===== config.mk =====
export PLATFORM = sky130hd
export DESIGN_NAME = signal_head_sequencer
export DESIGN_NICKNAME = d
export VERILOG_FILES = /design/src/rtl/signal_head_sequencer.sv
export SDC_FILE = /design/constraint.sdc
export NUM_CORES = 1
export LEC_CHECK = 0
export BUFFER_PORTS_ARGS = -buffer_cell sky130_fd_sc_hd__buf_2
export CELL_PAD_IN_SITES_DETAIL_PLACEMENT = 1
export CELL_PAD_IN_SITES_GLOBAL_PLACEMENT = 2
export CORE_MARGIN = 10
export CORE_UTILIZATION = 41
export DETAILED_ROUTE_END_ITERATION = 12
export GPL_TIMING_DRIVEN = 0
export PLACE_DENSITY = 0.81
export SKIP_CTS_REPAIR_TIMING = 1
export SYNTH_ARGS = -nofsm -noshare
export SYNTH_HDL_FRONTEND = slang
export SYNTH_SLANG_ARGS = --single-unit
export TNS_END_PERCENT = 30

===== constraint.sdc =====
create_clock -name clk -period 2.3 [get_ports clk]
set_input_delay 0.115 -clock clk [delete_from_list [all_inputs] [get_ports clk]]
set_output_delay 0.115 -clock clk [all_outputs]
set_load 0.02 [all_outputs]

===== src/rtl/signal_head_sequencer.sv =====
// Lamp-head sequencer: turns per-approach grants into red/yellow/green lamp drive,
// enforcing minimum green, yellow, all-red clearance, NS/E interlock and a sticky conflict fault.
module signal_head_sequencer #(
    parameter int MIN_GREEN      = 3,
    parameter int YELLOW_CYCLES  = 4,
    parameter int ALL_RED_CYCLES = 2,
    parameter int FLASH_PERIOD   = 8,
    parameter int CNT_W          = 8
) (
    input  logic       clk,
    input  logic       reset_n,
    input  logic       n_go,
    input  logic       s_go,
    input  logic       e_go,
    output logic [2:0] n_lamp,
    output logic [2:0] s_lamp,
    output logic [2:0] e_lamp,
    output logic       fault
);

    typedef enum logic [1:0] {ST_RED, ST_GREEN, ST_YELLOW, ST_FAULT} state_t;

    localparam logic [CNT_W-1:0] L_MG   = CNT_W'(MIN_GREEN);
    localparam logic [CNT_W-1:0] L_YC   = CNT_W'(YELLOW_CYCLES);
    localparam logic [CNT_W-1:0] L_AR   = CNT_W'(ALL_RED_CYCLES);
    localparam logic [CNT_W-1:0] L_FPM1 = CNT_W'(FLASH_PERIOD - 1);
    localparam logic [CNT_W-1:0] L_FH   = CNT_W'(FLASH_PERIOD / 2);

    localparam logic [2:0] LAMP_RED = 3'b100;
    localparam logic [2:0] LAMP_YEL = 3'b010;
    localparam logic [2:0] LAMP_GRN = 3'b001;
    localparam logic [2:0] LAMP_OFF = 3'b000;

    // Index 0 = north, 1 = south, 2 = east
    state_t             r_st    [3];
    logic [CNT_W-1:0]   r_tmr   [3];
    logic [2:0]         r_lamp  [3];
    logic [CNT_W-1:0]   r_clr_ns;
    logic [CNT_W-1:0]   r_clr_ew;
    logic [CNT_W-1:0]   r_flash;
    logic               r_fault;

    state_t             w_st_nx   [3];
    logic [CNT_W-1:0]   w_tmr_nx  [3];
    logic [2:0]         w_lamp_nx [3];
    logic [2:0]         w_go;
    logic [2:0]         w_act;
    logic [2:0]         w_elig;
    logic               w_ns_act;
    logic               w_ew_act;
    logic               w_fault_nx;
    logic [CNT_W-1:0]   w_flash_nx;
    logic [CNT_W-1:0]   w_clr_ns_nx;
    logic [CNT_W-1:0]   w_clr_ew_nx;

    function automatic logic [2:0] f_lamp(input state_t st);
        case (st)
            ST_GREEN:  f_lamp = LAMP_GRN;
            ST_YELLOW: f_lamp = LAMP_YEL;
            default:   f_lamp = LAMP_RED;
        endcase
    endfunction

    always_comb begin
        w_go       = {e_go, s_go, n_go};
        w_fault_nx = r_fault | (e_go & (n_go | s_go));
        for (int i = 0; i < 3; i++) begin
            w_act[i] = (r_st[i] == ST_GREEN) || (r_st[i] == ST_YELLOW);
        end
        w_ns_act = w_act[0] | w_act[1];
        w_ew_act = w_act[2];

        w_elig[0] = n_go & ~w_ew_act & (r_clr_ew >= L_AR);
        w_elig[1] = s_go & ~w_ew_act & (r_clr_ew >= L_AR);
        // NS takes precedence if both axes qualify on the same edge
        w_elig[2] = e_go & ~w_ns_act & (r_clr_ns >= L_AR) & ~(w_elig[0] | w_elig[1]);

        w_flash_nx = LAMP_OFF[0] ? '0 : '0;
        if (r_fault) begin
            w_flash_nx = (r_flash == L_FPM1) ? '0 : r_flash + 1'b1;
        end

        for (int i = 0; i < 3; i++) begin
            w_st_nx[i]  = r_st[i];
            w_tmr_nx[i] = r_tmr[i];
            if (w_fault_nx) begin
                w_st_nx[i]  = ST_FAULT;
                w_tmr_nx[i] = '0;
            end else begin
                case (r_st[i])
                    ST_RED: if (w_elig[i]) begin
                        w_st_nx[i]  = ST_GREEN;
                        w_tmr_nx[i] = CNT_W'(1);
                    end
                    ST_GREEN: begin
                        if (!w_go[i] && (r_tmr[i] >= L_MG)) begin
                            w_st_nx[i]  = ST_YELLOW;
                            w_tmr_nx[i] = CNT_W'(1);
                        end else if (r_tmr[i] < L_MG) begin
                            w_tmr_nx[i] = r_tmr[i] + 1'b1;
                        end
                    end
                    ST_YELLOW: begin
                        if (r_tmr[i] >= L_YC) begin
                            w_st_nx[i]  = ST_RED;
                            w_tmr_nx[i] = '0;
                        end else begin
                            w_tmr_nx[i] = r_tmr[i] + 1'b1;
                        end
                    end
                    default: ;
                endcase
            end
            if (w_fault_nx) begin
                w_lamp_nx[i] = (w_flash_nx < L_FH) ? LAMP_RED : LAMP_OFF;
            end else begin
                w_lamp_nx[i] = f_lamp(w_st_nx[i]);
            end
        end

        w_clr_ns_nx = w_ns_act ? '0 : ((r_clr_ns >= L_AR) ? r_clr_ns : r_clr_ns + 1'b1);
        w_clr_ew_nx = w_ew_act ? '0 : ((r_clr_ew >= L_AR) ? r_clr_ew : r_clr_ew + 1'b1);
    end

    always_ff @(posedge clk or negedge reset_n) begin
        if (!reset_n) begin
            for (int i = 0; i < 3; i++) begin
                r_st[i]   <= ST_RED;
                r_tmr[i]  <= '0;
                r_lamp[i] <= LAMP_RED;
            end
            r_clr_ns <= L_AR;
            r_clr_ew <= L_AR;
            r_flash  <= '0;
            r_fault  <= 1'b0;
        end else begin
            for (int i = 0; i < 3; i++) begin
                r_st[i]   <= w_st_nx[i];
                r_tmr[i]  <= w_tmr_nx[i];
                r_lamp[i] <= w_lamp_nx[i];
            end
            r_clr_ns <= w_clr_ns_nx;
            r_clr_ew <= w_clr_ew_nx;
            r_flash  <= w_flash_nx;
            r_fault  <= w_fault_nx;
        end
    end

    assign n_lamp = r_lamp[0];
    assign s_lamp = r_lamp[1];
    assign e_lamp = r_lamp[2];
    assign fault  = r_fault;

endmodule


== Yosys cells after proc, flatten, opt, wreduce, memory -nomap -nowiden ==
Index checks and enable logic that the tools add are counted.

* $add $sub $neg: 6
* Order comparisons: 12
* Equality and inequality tests: 21
* Mux-type cells: 46
* Bitwise logic cells: 15
* Reduce and logical (&&, ||, !) cells: 18

{| class="wikitable"
|+ Operators with widths
! operator !! number
|-
| two-way mux 8 bit || 21
|-
| one-hot mux 8 bit (3 select lines) || 3
|-
| adder 8 x 1 -> 8 bit, second input constant || 6
|-
| greater-or-equal comparator 8 x 2 -> 1 bit, second input constant || 5
|-
| greater-or-equal comparator 8 x 3 -> 1 bit, second input constant || 3
|-
| < comparator 8 x 2 -> 1 bit, second input constant || 3
|-
| two-way mux 2 bit || 12
|-
| one-hot mux 2 bit (3 select lines) || 3
|-
| one-hot mux 3 bit (2 select lines) || 3
|-
| == test 2 x 1 -> 1 bit, second input constant || 6
|-
| == test 2 bit, second input constant || 6
|-
| two-way mux 3 bit || 4
|-
| inequality test 4 x 2 -> 1 bit, second input constant || 3
|-
| nonzero test 4 bit || 3
|-
| inequality test 3 bit, second input constant || 3
|-
| AND reduction 3 bit || 3
|-
| AND 1 bit || 8
|-
| == test 8 x 3 -> 1 bit, second input constant || 1
|-
| < comparator 8 x 3 -> 1 bit, second input constant || 1
|-
| logical NOT 2 bit || 3
|-
| inequality test 2 bit, second input constant || 2
|-
| OR 1 bit || 4
|-
| logical AND 1 bit || 3
|-
| logical NOT 1 bit || 3
|-
| other kinds (2) || 6
|}

* Register bits after elaboration: 64
* Input bits: 5
* Output and inout bits: 10
* Word-level logic and storage cells: 131

== Logic depth before layout (Yosys ltp) ==
Gate-level depths: netlist of the first run.

* Depth in word-level cells: 14
* Depth in mapped cells: 9
* Gate-level depth less buffers: 9

== Worst setup path before layout of the first run ==
OpenSTA, ideal clock, no wires.

* Kind: reg-to-reg
* From: register r_clr_ns[0]
* To: register r_lamp (netlist bit e_lamp[0])
* Arrival time: 2.000 ns
* Path slack: 0.180 ns
* Stages on the path, launching flop included: 10
* Buffers on the path: 0
* Cell sequence: dfrtp_1 inv_1 ha_1 or4_4 o211ai_4 nor2_1 a31oi_1 o21ai_0 ha_1 and3_1

{| class="wikitable"
|+ RTL lines
! what !! RTL line !! text
|-
| from (decl) || 38 || <nowiki>logic [CNT_W-1:0] r_clr_ns;</nowiki>
|-
| from (signal assigned) || 142 || <nowiki>r_clr_ns <= w_clr_ns_nx;</nowiki>
|-
| to (signal, indexed assignment) || 140 || <nowiki>r_lamp[i] <= w_lamp_nx[i];</nowiki>
|-
| to (decl) || 37 || <nowiki>logic [2:0] r_lamp [3];</nowiki>
|}

==> flow_summary.html, run 1 <==
<table>
<tr><th>Metric</th><th>Value</th></tr>
<tr><th colspan="2">Status</th></tr>
<tr><td>Run status</td><td>complete, no violations</td></tr>
<tr><th colspan="2">Min path</th></tr>
<tr><td>Class of the worst hold path</td><td>primary input to flip-flop</td></tr>
<tr><th colspan="2">Logic synthesis</th></tr>
<tr><td>Part of the Yosys area used for sequential elements</td><td>0.437</td></tr>
<tr><td>Seq cells post-synth</td><td>64</td></tr>
<tr><td>Top cells by area, synth</td><td>sky130_fd_sc_hd__dfrtp_1 (40%), sky130_fd_sc_hd__ha_1 (9.9%), sky130_fd_sc_hd__dfstp_2 (3.6%)</td></tr>
<tr><td>Number of warnings reported in the yosys synthesis log</td><td>0</td></tr>
<tr><td>Avg Synthesized Cell Area</td><td>10.2 um2</td></tr>
<tr><td>Async S/R FF share, synth</td><td>1.00</td></tr>
<tr><td>Synth cell types</td><td>69</td></tr>
<tr><td>Dominant register cell in the synthesized netlist</td><td>sky130_fd_sc_hd__dfrtp_1</td></tr>
<tr><td>Post-synthesis cell area</td><td>3680 um2</td></tr>
<tr><td>Synthesized net count</td><td>~400</td></tr>
<tr><td>Top cell type's share of synthesized area</td><td>0.401</td></tr>
<tr><td>Dominant cell type by area after synthesis</td><td>sky130_fd_sc_hd__dfrtp_1</td></tr>
<tr><td>Number of standard cells after synthesis</td><td>361</td></tr>
<tr><td>Number of enable-type register cells in the synthesized netlist</td><td>0</td></tr>
<tr><th colspan="2">Placement</th></tr>
<tr><td>Number of port buffers</td><td>14</td></tr>
<tr><td>Final estimated routing congestion in global placement</td><td>0.789</td></tr>
<tr><td>Total instance count after detailed placement</td><td>483</td></tr>
<tr><td>Detail Placement HPWL</td><td>approximately 6500 um</td></tr>
<tr><th colspan="2">Route</th></tr>
<tr><td>Vias per cell</td><td>5.70</td></tr>
<tr><td>Drt total wl</td><td>9470 um</td></tr>
<tr><td>Number of antenna-violating nets in the routed design</td><td>0</td></tr>
<tr><td>DRC violation count after routing</td><td>0</td></tr>
<tr><td>Routed wire per std cell</td><td>18.6 um</td></tr>
<tr><td>Router iterations before antenna repair</td><td>4</td></tr>
<tr><td>Number of DRC violations after detailed-routing iteration 0</td><td>115</td></tr>
<tr><td>Routed vias</td><td>2907</td></tr>
<tr><th colspan="2">CTS</th></tr>
<tr><td>Clock Path Buffers</td><td>2</td></tr>
<tr><td>H-tree Lvls</td><td>3</td></tr>
<tr><td>Insertion delay of the later-clocked pin in the worst-skew pair</td><td>0.34 ns</td></tr>
<tr><td>Clock-pin slew reported for the worst setup and hold paths after clock tree synthesis</td><td>0.07 ns</td></tr>
<tr><td>Clock root cell</td><td>sky130_fd_sc_hd__clkbuf_8</td></tr>
<tr><td>Sinks on Clock Net</td><td>64</td></tr>
<tr><td>CTS tree</td><td>built</td></tr>
<tr><td>CTS buffer count</td><td>9</td></tr>
<tr><th colspan="2">Power and ir drop</th></tr>
<tr><td>Leakage</td><td>1.99 nW</td></tr>
<tr><td>Sw Share</td><td>0.215</td></tr>
<tr><td>Peak supply drop</td><td>0.252 mV</td></tr>
<tr><td>Clk pwr share</td><td>0.502</td></tr>
<tr><td>Internal power summed over all cells</td><td>1.86 mW</td></tr>
<tr><td>Combinational fraction of design power</td><td>0.023</td></tr>
<tr><td>Switching pwr</td><td>0.511 mW</td></tr>
<tr><td>Sequential fraction of design power</td><td>0.475</td></tr>
<tr><td>Power per Cell Area</td><td>541 nW/um2</td></tr>
<tr><th colspan="2">Global routing</th></tr>
<tr><td>Number of antenna violations at the first check in global routing</td><td>0</td></tr>
<tr><td>Total global routing track utilization</td><td>0.144</td></tr>
<tr><td>Vias in the first global route</td><td>a little over 3k</td></tr>
<tr><td>Wire length of the first global-routing pass</td><td>15400 um</td></tr>
<tr><td>Total overflow reported by the global router</td><td>0</td></tr>
<tr><td>Largest net degree at the start of global routing</td><td>65</td></tr>
<tr><th colspan="2">STA</th></tr>
<tr><td>Slew of the pin with the lowest slew margin</td><td>0.818 ns</td></tr>
<tr><td>Worst-case headroom to the max-slew limit</td><td>0.455</td></tr>
<tr><td>Setup repair after global routing missed its margin</td><td>true</td></tr>
<tr><td>Count of final setup violators</td><td>0</td></tr>
<tr><td>Max Transition Viols Final</td><td>0</td></tr>
<tr><td>Top achievable clock speed</td><td>438 MHz</td></tr>
<tr><td>Time the final worst path needs with I/O delays and setup</td><td>2.28 ns</td></tr>
<tr><td>Tcrit/Tclk final</td><td>0.993</td></tr>
<tr><td>Setup clock skew after layout</td><td>0.0100 ns</td></tr>
<tr><td>Worst slack on hold paths</td><td>0.275 ns</td></tr>
<tr><td>Number of hold violations in the final report</td><td>0</td></tr>
<tr><th colspan="2">Setup path</th></tr>
<tr><td>Critical-path maximum fanout</td><td>6</td></tr>
<tr><td>Delay of the slowest cell on the worst path</td><td>0.42 ns</td></tr>
<tr><td>Worst Path Class, Setup</td><td>flip-flop to flip-flop</td></tr>
<tr><td>Signal arrival time at the worst endpoint</td><td>2.56 ns</td></tr>
<tr><td>Type of element capturing the critical path</td><td>flip-flop</td></tr>
<tr><td>Critical path's slowest cell</td><td>sky130_fd_sc_hd__dfrtp_1</td></tr>
<tr><td>Setup crit start kind</td><td>flip-flop</td></tr>
<tr><td>CP top delay family</td><td>compound AO/OA/AOI/OAI gates</td></tr>
<tr><td>Required time worst endpoint</td><td>2.58 ns</td></tr>
<tr><td>Worst path buffer plus inverter count</td><td>1</td></tr>
<tr><td>List of cells traversed by the critical path</td><td>inv_1, ha_2, nor2b_2, o21ai_4, a2111oi_2, o21ai_2, ha_1, a21o_1</td></tr>
<tr><th colspan="2">Die</th></tr>
<tr><td>Die width</td><td>~110 um</td></tr>
<tr><td>Die Area</td><td>13200 um2</td></tr>
<tr><td># IOs</td><td>15</td></tr>
<tr><td>Floorplan row count</td><td>34</td></tr>
<tr><td>Effective utilization at floorplan</td><td>0.422</td></tr>
<tr><td>Core box area</td><td>8720 um2</td></tr>
<tr><td>Die Ht</td><td>115 um</td></tr>
<tr><th colspan="2">Cells and area</th></tr>
<tr><td>Fin nets</td><td>431</td></tr>
<tr><td>Area taken by multi-input logic gates</td><td>2070 um2</td></tr>
<tr><td>Number of diodes added for antenna fixing</td><td>0</td></tr>
<tr><td>Commonest cells after routing, fill and taps aside</td><td>sky130_fd_sc_hd__dfrtp_1 (56), sky130_fd_sc_hd__nor2_1 (27), sky130_fd_sc_hd__inv_1 (25)</td></tr>
<tr><td>Commonest non-fill, non-tap cell in the layout</td><td>sky130_fd_sc_hd__dfrtp_1</td></tr>
<tr><td>Final cell count without fillers</td><td>510</td></tr>
<tr><td>Share of layout cells above drive strength 1</td><td>0.276</td></tr>
<tr><td>Layout-stage area growth over the synthesis result</td><td>19.0%</td></tr>
<tr><td>Number of fillers in the final layout</td><td>969</td></tr>
<tr><td>Register area</td><td>between 1500 and 2000 um2</td></tr>
<tr><th colspan="2">Job</th></tr>
<tr><td>Max-Cap Viols</td><td>0</td></tr>
</table>
==> kinds of logic (layout without fill, tap and decap cells) <==
logic type | after synthesis | in the layout | synth area share
adder cells (fa/ha/maj) | 29 | 29 | 0.0986
AND/OR/NAND/NOR | 126 | 126 | 0.202
multiplexers | 1 | 1 | 0.00272
XOR/XNOR | 8 | 8 | 0.0190
AO/OA/AOI/OAI | 97 | 97 | 0.199
buffers and inverters | 36 | 77 | 0.0421
flip-flops | 64 | 64 | 0.437
==> power by group through the flow <==
stage	clock, mW	sequential, mW	combinational [mW]
2_1_floorplan	0	1.15	0.0100
3_3_place_gp	0	1.15	0.0451
3_5_place_dp	0	1.15	0.0458
4_1_cts	1.22	1.12	0.0461
5_1_grt	1.28	1.12	0.0602
6_report	1.19	1.12	0.0545
==> per-layer routing <==
layer,vias up,global-route usage,share of wire
li1,1386,-,-
met1,1482,0.178,0.45
met2,24,0.245,0.52
met3,15,0.0255,0.019
met4,0,0.0528,0.015
met5,-,0,0
==> stage by stage <==
stage	utilization	total power [mW]	setup slack (ns)	cell area (um2)	TNS [ns]
4_1_cts	0.474	2.39	-0.193	4130	-0.901
2_1_floorplan	-	1.16	0.180	3680	0
3_3_place_gp	0.446	1.19	-0.134	3890	-0.524
6_report	0.502	2.37	0.0170	4380	0
3_5_place_dp	0.446	1.19	-0.176	3890	-0.794
5_1_grt	0.502	2.46	-0.0748	4380	-0.422
==> flip-flops by register name (all words and copies together), names as in the netlist <==
signal	cells
r_clr_ew	8
fault	1
r_clr_ns	8
e_lamp	3
r_tmr	24
s_lamp	3
r_flash	8
r_st	6
n_lamp	3
==> cells in the mapped netlist, drive strengths merged (2+ instances only) <==
library cell and n:
dfrtp 59, ha 29, nor2 29, inv 26
a21oi 24, and3 19, o21ai 19, nand2 14
nor3 12, a31oi 10, and2 10, nand3 10
nor2b 8, nor4 7, or4 7, clkbuf 6
dfstp 5, o21a 5, a2111oi 4, a21o 4
a41oi 4, o2bb2ai 4, xnor2 4, xor2 4
buf 3, nand4 3, o2111ai 3, o31ai 3
a211oi 2, a221oi 2, a22o 2, a22oi 2
a2bb2oi 2, nand2b 2, nor3b 2, o211a 2
o211ai 2
==> worst paths after layout <==
path | slack [ns] | endpoint | startpoint | depth (start not counted)
hold reg to reg | 0.48 | r_flash[0] | r_flash[0] | 1
hold / removal | 0.28 | r_tmr[10] | s_go | 5
max in group asynchronous | 1.32 | r_tmr[17] | reset_n | 2
setup reg to reg | 0.02 | n_lamp[2] | r_st[1] | 8
min in group asynchronous | 0.40 | n_lamp[1] | reset_n | 2
setup / recovery | 0.02 | n_lamp[2] | r_st[1] | 8
==> worst reg2reg max path, stage by stage (launching register included) <==
cell                        delay [ns]
sky130_fd_sc_hd__dfrtp_1          0.42
sky130_fd_sc_hd__inv_1            0.12
sky130_fd_sc_hd__ha_2             0.36
sky130_fd_sc_hd__nor2b_2          0.21
sky130_fd_sc_hd__o21ai_4          0.10
sky130_fd_sc_hd__a2111oi_2        0.41
sky130_fd_sc_hd__o21ai_2          0.12
sky130_fd_sc_hd__ha_1             0.33
sky130_fd_sc_hd__a21o_1           0.16
==> final cells by class <==
cell class,count,share of cell area
Clock buffer,9,0.0283
Inverter,26,0.0223
Multi-Input combinational cell,261,0.474
Buffer,10,0.0134
Tap cell,108,0.0309
Clock inverter,7,0.0274
Timing Repair Buffer,25,0.0360
Sequential cell,64,0.368
Power figures use the tool's default switching activity.
==> run 2, diff against run 1 <==
BUFFER_PORTS_ARGS = not set   (was -buffer_cell sky130_fd_sc_hd__buf_2)
CORE_UTILIZATION = 42   (was 41)
DONT_BUFFER_PORTS = 1   (was not set)
MAX_ROUTING_LAYER = met4   (was not set)
PLACE_DENSITY = 0.79   (was 0.81)
==> flow_summary.html, run 2 (same netlist as run 1, synthesis figures left out) <==
<table>
<tr><th>Metric</th><th>Value</th></tr>
<tr><th colspan="2">STA</th></tr>
<tr><td>Slew of the pin with the lowest slew margin</td><td>0.603 ns (was 0.818 ns)</td></tr>
<tr><td>Top achievable clock speed</td><td>445 MHz (was 438 MHz)</td></tr>
<tr><td>Worst slack on hold paths</td><td>0.105 ns (was 0.275 ns)</td></tr>
<tr><td>Setup slack after layout</td><td>0.0547 ns (was 0.0170 ns)</td></tr>
<tr><td>Max Transition Viols Final</td><td>0 (unchanged)</td></tr>
<tr><td>Count of final setup violators</td><td>0 (unchanged)</td></tr>
<tr><td>Number of hold violations in the final report</td><td>0 (unchanged)</td></tr>
<tr><td>Time the final worst path needs with I/O delays and setup</td><td>2.25 ns (was 2.28 ns)</td></tr>
<tr><td>Worst-case headroom to the max-slew limit</td><td>0.594 (was 0.455)</td></tr>
<tr><td>Setup clock skew after layout</td><td>0.00809 ns (was 0.0100 ns)</td></tr>
<tr><td>Tcrit/Tclk final</td><td>0.976 (was 0.993)</td></tr>
<tr><th colspan="2">Setup path</th></tr>
<tr><td>Setup crit start kind</td><td>flip-flop (unchanged)</td></tr>
<tr><td>Signal arrival time at the worst endpoint</td><td>2.52 ns (was 2.56 ns)</td></tr>
<tr><td>Required time worst endpoint</td><td>2.57 ns (was 2.58 ns)</td></tr>
<tr><td>Worst Path Class, Setup</td><td>flip-flop to flip-flop (unchanged)</td></tr>
<tr><td>Type of element capturing the critical path</td><td>flip-flop (unchanged)</td></tr>
<tr><td>Critical-path maximum fanout</td><td>4 (was 6)</td></tr>
<tr><th colspan="2">Cells and area</th></tr>
<tr><td>Flip-flop count of the largest register after layout</td><td>24 (unchanged)</td></tr>
<tr><td>Commonest non-fill, non-tap cell in the layout</td><td>sky130_fd_sc_hd__dfrtp_1 (unchanged)</td></tr>
<tr><td>Commonest cells after routing, fill and taps aside</td><td>sky130_fd_sc_hd__dfrtp_1 (56), sky130_fd_sc_hd__nor2_1 (27), sky130_fd_sc_hd__inv_1 (25) (unchanged)</td></tr>
<tr><td>Layout-stage area growth over the synthesis result</td><td>16.5% (was 19.0%)</td></tr>
<tr><td>Share of layout cells above drive strength 1</td><td>0.233 (was 0.276)</td></tr>
<tr><td>Final cell count without fillers</td><td>495 (was 510)</td></tr>
<tr><td>Number of diodes added for antenna fixing</td><td>0 (unchanged)</td></tr>
<tr><td>Register with the most flip-flops</td><td>r_tmr (unchanged)</td></tr>
<tr><td>Area taken by multi-input logic gates</td><td>2090 um2 (was 2070 um2)</td></tr>
<tr><td>Fin nets</td><td>417 (was 431)</td></tr>
<tr><td>Register area</td><td>1610 um2 (unchanged)</td></tr>
<tr><td>Number of fillers in the final layout</td><td>957 (was 969)</td></tr>
<tr><td>Non-Filler Cell Area, Final</td><td>4290 um2 (was 4380 um2)</td></tr>
<tr><th colspan="2">Route</th></tr>
<tr><td>Router iterations before antenna repair</td><td>4 (unchanged)</td></tr>
<tr><td>Top Metal Used</td><td>met4 (unchanged)</td></tr>
<tr><td>Routed vias</td><td>2848 (was 2907)</td></tr>
<tr><td>WL met3</td><td>232 um (was 183 um)</td></tr>
<tr><td>DRC violation count after routing</td><td>0 (unchanged)</td></tr>
<tr><td>Drt total wl</td><td>9310 um (was 9470 um)</td></tr>
<tr><td>Total met2 wirelength after detailed routing</td><td>4700 um (was 4910 um)</td></tr>
<tr><td>Number of antenna-violating nets in the routed design</td><td>0 (unchanged)</td></tr>
<tr><td>Number of DRC violations after detailed-routing iteration 0</td><td>95 (was 115)</td></tr>
<tr><td>Routed wire per std cell</td><td>18.8 um (was 18.6 um)</td></tr>
<tr><td>Wire length on met1</td><td>4220 um (was 4240 um)</td></tr>
<tr><td>Vias per cell</td><td>5.75 (was 5.70)</td></tr>
<tr><th colspan="2">Min path</th></tr>
<tr><td>Class of the worst hold path</td><td>primary input to flip-flop (unchanged)</td></tr>
<tr><th colspan="2">Power and ir drop</th></tr>
<tr><td>Combinational fraction of design power</td><td>0.023 (about the same)</td></tr>
<tr><td>Leakage</td><td>1.93 nW (was 1.99 nW)</td></tr>
<tr><td>Power per Cell Area</td><td>497 nW/um2 (was 541 nW/um2)</td></tr>
<tr><td>Internal power summed over all cells</td><td>1.66 mW (was 1.86 mW)</td></tr>
<tr><td>Switching pwr</td><td>0.467 mW (was 0.511 mW)</td></tr>
<tr><td>Sequential fraction of design power</td><td>0.528 (was 0.475)</td></tr>
<tr><td>Sw Share</td><td>0.219 (was 0.215)</td></tr>
<tr><td>Peak supply drop</td><td>0.308 mV (was 0.252 mV)</td></tr>
<tr><td>Clk pwr share</td><td>0.448 (was 0.502)</td></tr>
<tr><th colspan="2">Placement</th></tr>
<tr><td>Final estimated routing congestion in global placement</td><td>0.792 (was 0.789)</td></tr>
<tr><td>Detail Placement HPWL</td><td>6520 um (was 6530 um)</td></tr>
<tr><td>Post-detailed-placement cell area</td><td>3820 um2 (was 3890 um2)</td></tr>
<tr><td>Total instance count after detailed placement</td><td>469 (was 483)</td></tr>
<tr><td>Post-Place Worst Slack</td><td>-0.160 ns (was -0.176 ns)</td></tr>
<tr><td>Number of port buffers</td><td>0 (was 14)</td></tr>
<tr><th colspan="2">Global routing</th></tr>
<tr><td>Largest net degree at the start of global routing</td><td>65 (unchanged)</td></tr>
<tr><td>Vias in the first global route</td><td>2997 (was 3066)</td></tr>
<tr><td>Total overflow reported by the global router</td><td>0 (unchanged)</td></tr>
<tr><td>Wire length of the first global-routing pass</td><td>15300 um (was 15400 um)</td></tr>
<tr><td>Total global routing track utilization</td><td>0.151 (was 0.144)</td></tr>
<tr><td>Number of antenna violations at the first check in global routing</td><td>0 (unchanged)</td></tr>
<tr><th colspan="2">Die</th></tr>
<tr><td># IOs</td><td>15 (unchanged)</td></tr>
<tr><td>Floorplan row count</td><td>34 (unchanged)</td></tr>
<tr><td>Die Ht</td><td>114 um (was 115 um)</td></tr>
<tr><td>Core box area</td><td>8640 um2 (was 8720 um2)</td></tr>
<tr><td>Die Area</td><td>12900 um2 (was 13200 um2)</td></tr>
<tr><td>Effective utilization at floorplan</td><td>0.426 (was 0.422)</td></tr>
<tr><td>Die width</td><td>114 um (was 115 um)</td></tr>
<tr><th colspan="2">CTS</th></tr>
<tr><td>Clock-pin slew reported for the worst setup and hold paths after clock tree synthesis</td><td>0.07 ns (about the same)</td></tr>
<tr><td>CTS tree</td><td>built (unchanged)</td></tr>
<tr><td>H-tree Lvls</td><td>3 (unchanged)</td></tr>
<tr><td>CTS buffer count</td><td>9 (unchanged)</td></tr>
<tr><td>Sinks on Clock Net</td><td>64 (unchanged)</td></tr>
<tr><td>Clock root cell</td><td>sky130_fd_sc_hd__clkbuf_8 (unchanged)</td></tr>
<tr><td>Insertion delay of the later-clocked pin in the worst-skew pair</td><td>0.34 ns (about the same)</td></tr>
<tr><td>Clock Path Buffers</td><td>2 (unchanged)</td></tr>
<tr><th colspan="2">Job</th></tr>
<tr><td>Max-Cap Viols</td><td>0 (unchanged)</td></tr>
<tr><th colspan="2">Status</th></tr>
<tr><td>Run status</td><td>complete, no violations (unchanged)</td></tr>
</table>
-- run 2: worst max-delay path, stage by stage (launching register included) --
cell	delay, ns
sky130_fd_sc_hd__dfrtp_1	0.37
sky130_fd_sc_hd__inv_1	0.06
sky130_fd_sc_hd__ha_1	0.20
sky130_fd_sc_hd__or4_4	0.46
sky130_fd_sc_hd__o211ai_4	0.25
sky130_fd_sc_hd__o21ai_1	0.12
sky130_fd_sc_hd__a21oi_2	0.19
sky130_fd_sc_hd__nand2b_4	0.15
sky130_fd_sc_hd__ha_1	0.23
sky130_fd_sc_hd__a21o_1	0.16
-- run 2: path summary, 6_finish.rpt --
| check | start | end | depth (start not counted) | slack [ns] |
|---|---|---|---|---|
| max in group asynchronous | reset_n | r_clr_ns[1] | 2 | 1.66 |
| min in group asynchronous | reset_n | r_tmr[5] | 2 | 0.31 |
| worst min-delay path | s_go | r_tmr[10] | 4 | 0.10 |
| worst max register to register | r_clr_ns[0] | e_lamp[2] | 9 | 0.05 |
| worst max-delay path | r_clr_ns[0] | e_lamp[2] | 9 | 0.05 |
| worst min register to register | r_flash[0] | r_flash[0] | 1 | 0.48 |
-- run 2: area by class of cell --
type | count | area share
multi-input combinational | 261 | 0.488
sequential | 64 | 0.376
clock buffer | 12 | 0.0339
tap | 108 | 0.0315
timing repair buffer | 11 | 0.0245
inverter | 26 | 0.0228
buffer | 10 | 0.0137
clock inverter | 3 | 0.00992
-- run 2: layer usage --
layer,vias to the layer above,GRT usage
met5,-,-
met4,0,0.0541
met3,14,0.0388
met2,25,0.240
met1,1451,0.182
li1,1358,-
-- run 2: per-stage QoR --
stage	setup TNS, ns	power (mW)	utilization
final	0	2.13	0.496
after global routing	-0.103	2.22	0.496
after CTS	-0.819	2.13	0.464
after detailed placement	-0.665	1.16	0.442
after global placement	-0.528	1.16	0.442
after floorplan	0	1.16	-
-- run 2: power by group through the flow --
stage | combinational (mW) | clock, mW | sequential (mW)
2_1_floorplan | 0.0100 | 0 | 1.15
3_3_place_gp | 0.0142 | 0 | 1.15
3_5_place_dp | 0.0146 | 0 | 1.15
4_1_cts | 0.0145 | 0.989 | 1.13
5_1_grt | 0.0561 | 1.04 | 1.12
6_report | 0.0496 | 0.955 | 1.13
==> run 3, diff against run 2 <==
CELL_PAD_IN_SITES_DETAIL_PLACEMENT = not set   (was 1)
CELL_PAD_IN_SITES_GLOBAL_PLACEMENT = not set   (was 2)
CORE_UTILIZATION = 55   (was 42)
PLACE_DENSITY = 0.7   (was 0.79)
==> flow_summary.html, run 3 (same netlist as run 1, synthesis figures left out) <==
<table>
<tr><th>Metric</th><th>Value</th></tr>
<tr><th colspan="2">Status</th></tr>
<tr><td>Run status</td><td>complete, no violations (unchanged)</td></tr>
<tr><th colspan="2">Min path</th></tr>
<tr><td>Min-Delay Path Depth</td><td>4 (unchanged)</td></tr>
<tr><td>Class of the worst hold path</td><td>primary input to flip-flop (unchanged)</td></tr>
<tr><td>Hold path endpoint</td><td>r_tmr[10] (unchanged)</td></tr>
<tr><td>Start point of the worst min-delay path</td><td>s_go (unchanged)</td></tr>
<tr><th colspan="2">Global routing</th></tr>
<tr><td>Largest net degree at the start of global routing</td><td>65 (unchanged)</td></tr>
<tr><td>GR Layer Usage met2</td><td>0.236 (was 0.240)</td></tr>
<tr><td>Routing layer with the top usage in global route</td><td>met2 (unchanged)</td></tr>
<tr><td>Total global routing track utilization</td><td>0.160 (was 0.151)</td></tr>
<tr><td>GR Layer Usage met1</td><td>0.205 (was 0.182)</td></tr>
<tr><td>Vias in the first global route</td><td>2671 (was 2997)</td></tr>
<tr><td>Wire length of the first global-routing pass</td><td>12900 um (was 15300 um)</td></tr>
<tr><td>Met3 global-route usage</td><td>0.0432 (was 0.0388)</td></tr>
<tr><td>Number of antenna violations at the first check in global routing</td><td>0 (unchanged)</td></tr>
<tr><td>Total overflow reported by the global router</td><td>0 (unchanged)</td></tr>
<tr><th colspan="2">Die</th></tr>
<tr><td>Die Area</td><td>10400 um2 (was 12900 um2)</td></tr>
<tr><td># IOs</td><td>15 (unchanged)</td></tr>
<tr><td>Effective utilization at floorplan</td><td>0.573 (was 0.426)</td></tr>
<tr><td>Die Ht</td><td>102 um (was 114 um)</td></tr>
<tr><td>Core box area</td><td>6420 um2 (was 8640 um2)</td></tr>
<tr><td>Die width</td><td>102 um (was 114 um)</td></tr>
<tr><td>Floorplan row count</td><td>29 (was 34)</td></tr>
<tr><th colspan="2">Setup path</th></tr>
<tr><td>Setup crit start kind</td><td>flip-flop (unchanged)</td></tr>
<tr><td>Required time worst endpoint</td><td>2.58 ns (was 2.57 ns)</td></tr>
<tr><td>Reg2reg setup slack</td><td>0.1 ns (was 0.05 ns)</td></tr>
<tr><td>Worst Path Class, Setup</td><td>flip-flop to flip-flop (unchanged)</td></tr>
<tr><td>Reg2reg path depth</td><td>9 (unchanged)</td></tr>
<tr><td>Type of element capturing the critical path</td><td>flip-flop (unchanged)</td></tr>
<tr><td>Startpoint of the worst register-to-register path</td><td>r_clr_ns[0] (unchanged)</td></tr>
<tr><td>Critical-path maximum fanout</td><td>4 (unchanged)</td></tr>
<tr><td>FF-to-FF End</td><td>e_lamp[2] (unchanged)</td></tr>
<tr><td>Signal arrival time at the worst endpoint</td><td>2.49 ns (was 2.52 ns)</td></tr>
<tr><th colspan="2">Cells and area</th></tr>
<tr><td>Fin nets</td><td>412 (was 417)</td></tr>
<tr><td>Number of diodes added for antenna fixing</td><td>0 (unchanged)</td></tr>
<tr><td>Register with the most flip-flops</td><td>r_tmr (unchanged)</td></tr>
<tr><td>Register area</td><td>1610 um2 (about the same)</td></tr>
<tr><td>Layout-stage area growth over the synthesis result</td><td>13.4% (was 16.5%)</td></tr>
<tr><td>Share of layout cells above drive strength 1</td><td>0.204 (was 0.233)</td></tr>
<tr><td>Commonest cells after routing, fill and taps aside</td><td>sky130_fd_sc_hd__dfrtp_1 (58), sky130_fd_sc_hd__nor2_1 (28), sky130_fd_sc_hd__inv_1 (25) (was sky130_fd_sc_hd__dfrtp_1 (56), sky130_fd_sc_hd__nor2_1 (27), sky130_fd_sc_hd__inv_1 (25))</td></tr>
<tr><td>Flip-flop count of the largest register after layout</td><td>24 (unchanged)</td></tr>
<tr><td>Area taken by multi-input logic gates</td><td>2020 um2 (was 2090 um2)</td></tr>
<tr><td>Number of fillers in the final layout</td><td>513 (was 957)</td></tr>
<tr><td>Commonest non-fill, non-tap cell in the layout</td><td>sky130_fd_sc_hd__dfrtp_1 (unchanged)</td></tr>
<tr><th colspan="2">CTS</th></tr>
<tr><td>Clock root cell</td><td>sky130_fd_sc_hd__clkbuf_8 (unchanged)</td></tr>
<tr><td>Insertion delay of the later-clocked pin in the worst-skew pair</td><td>0.35 ns (was 0.34 ns)</td></tr>
<tr><td>Clock Path Buffers</td><td>2 (unchanged)</td></tr>
<tr><td>H-tree Lvls</td><td>3 (unchanged)</td></tr>
<tr><td>CTS buffer count</td><td>9 (unchanged)</td></tr>
<tr><td>Clock-pin slew reported for the worst setup and hold paths after clock tree synthesis</td><td>0.08 ns (was 0.07 ns)</td></tr>
<tr><td>CTS tree</td><td>built (unchanged)</td></tr>
<tr><td>Sinks on Clock Net</td><td>64 (unchanged)</td></tr>
<tr><th colspan="2">Power and ir drop</th></tr>
<tr><td>Power per Cell Area</td><td>536 nW/um2 (was 497 nW/um2)</td></tr>
<tr><td>Peak supply drop</td><td>0.333 mV (was 0.308 mV)</td></tr>
<tr><td>Total power draw</td><td>2.24 mW (was 2.13 mW)</td></tr>
<tr><td>Leakage</td><td>1.91 nW (was 1.93 nW)</td></tr>
<tr><th colspan="2">STA</th></tr>
<tr><td>Number of hold violations in the final report</td><td>0 (unchanged)</td></tr>
<tr><td>Time the final worst path needs with I/O delays and setup</td><td>2.20 ns (was 2.25 ns)</td></tr>
<tr><td>Top achievable clock speed</td><td>454 MHz (was 445 MHz)</td></tr>
<tr><td>Tcrit/Tclk final</td><td>0.958 (was 0.976)</td></tr>
<tr><td>Count of final setup violators</td><td>0 (unchanged)</td></tr>
<tr><td>Max Transition Viols Final</td><td>0 (unchanged)</td></tr>
<tr><td>Worst slack on hold paths</td><td>0.0759 ns (was 0.105 ns)</td></tr>
<tr><td>Setup clock skew after layout</td><td>0.0125 ns (was 0.00809 ns)</td></tr>
<tr><td>Slew of the pin with the lowest slew margin</td><td>0.524 ns (was 0.603 ns)</td></tr>
<tr><td>Worst-case headroom to the max-slew limit</td><td>0.648 (was 0.594)</td></tr>
<tr><td>Setup repair after global routing missed its margin</td><td>true</td></tr>
<tr><th colspan="2">Route</th></tr>
<tr><td>Routed wire per std cell</td><td>16.5 um (was 18.8 um)</td></tr>
<tr><td>Vias per cell</td><td>5.95 (was 5.75)</td></tr>
<tr><td>Drt total wl</td><td>7590 um (was 9310 um)</td></tr>
<tr><td>Number of antenna-violating nets in the routed design</td><td>0 (unchanged)</td></tr>
<tr><td>Routed vias</td><td>2735 (was 2848)</td></tr>
<tr><td>Number of DRC violations after detailed-routing iteration 0</td><td>150 (was 95)</td></tr>
<tr><td>Router iterations before antenna repair</td><td>5 (was 4)</td></tr>
<tr><td>DRC violation count after routing</td><td>0 (unchanged)</td></tr>
<tr><th colspan="2">Job</th></tr>
<tr><td>Max-Cap Viols</td><td>0 (unchanged)</td></tr>
<tr><th colspan="2">Placement</th></tr>
<tr><td>Number of port buffers</td><td>0 (unchanged)</td></tr>
<tr><td>Detail Placement HPWL</td><td>5320 um (was 6520 um)</td></tr>
<tr><td>Final estimated routing congestion in global placement</td><td>0.923 (was 0.792)</td></tr>
</table>
run 3: cell count changes in the layout (fill, tap and decap cells not counted), sizes merged:
cell,before,now
clkbuf,18,15
clkinv,1,5
bufinv,1,2
buf,13,8
clkinvlp,1,0
run 3: worst max-delay path by stage:
stage                      startpoint   endpoint  cells past startpoint
after floorplan           r_clr_ns[0]  e_lamp[0]                      9
after global placement        r_st[0]  n_lamp[2]                      8
after detailed placement      r_st[4]  e_lamp[2]                      9
after CTS                     r_st[0]  n_lamp[2]                      8
after global routing          r_st[0]  n_lamp[2]                      8
final                     r_clr_ns[0]  e_lamp[2]                      9
run 3: critical path, cell delays in order, from the launching register on:
cell,delay (ns)
sky130_fd_sc_hd__dfrtp_1,0.38
sky130_fd_sc_hd__inv_1,0.06
sky130_fd_sc_hd__ha_1,0.18
sky130_fd_sc_hd__or4_4,0.45
sky130_fd_sc_hd__o211ai_4,0.22
sky130_fd_sc_hd__nor2_1,0.08
sky130_fd_sc_hd__a31oi_1,0.22
sky130_fd_sc_hd__o21a_1,0.17
sky130_fd_sc_hd__ha_1,0.23
sky130_fd_sc_hd__a21o_1,0.16
run 3: final cells by class:
type                       count  area share
multi-input combinational    261       0.485
sequential                    64       0.385
clock buffer                   9      0.0297
inverter                      26      0.0234
clock inverter                 7      0.0231
tap                           77      0.0231
timing repair buffer           6      0.0162
buffer                        10      0.0141
run 3: metal layers:
metal  up-vias  part of all wire
met3         9             0.046
met5         -                 0
met4         0             0.012
met2        39              0.47
met1      1332              0.48
li1       1355                 -
run 3: power by group:
group | internal, mW | switching, mW
Sequential | 1.13 | 0
Combinational | 0.0140 | 0.0321
Clock | 0.611 | 0.453
run 3: metrics by stage:
step | setup TNS, ns | setup WS (ns) | util | area [um2] | instances
floorplan | 0 | 0.180 | - | 3680 | 361
global placement | -0.162 | -0.0698 | 0.588 | 3780 | 438
detailed placement | -0.348 | -0.123 | 0.588 | 3780 | 438
CTS | -0.525 | -0.137 | 0.622 | 4000 | 454
global route | -0.0361 | -0.0361 | 0.650 | 4170 | 460
finish | 0 | 0.0974 | 0.650 | 4170 | 460
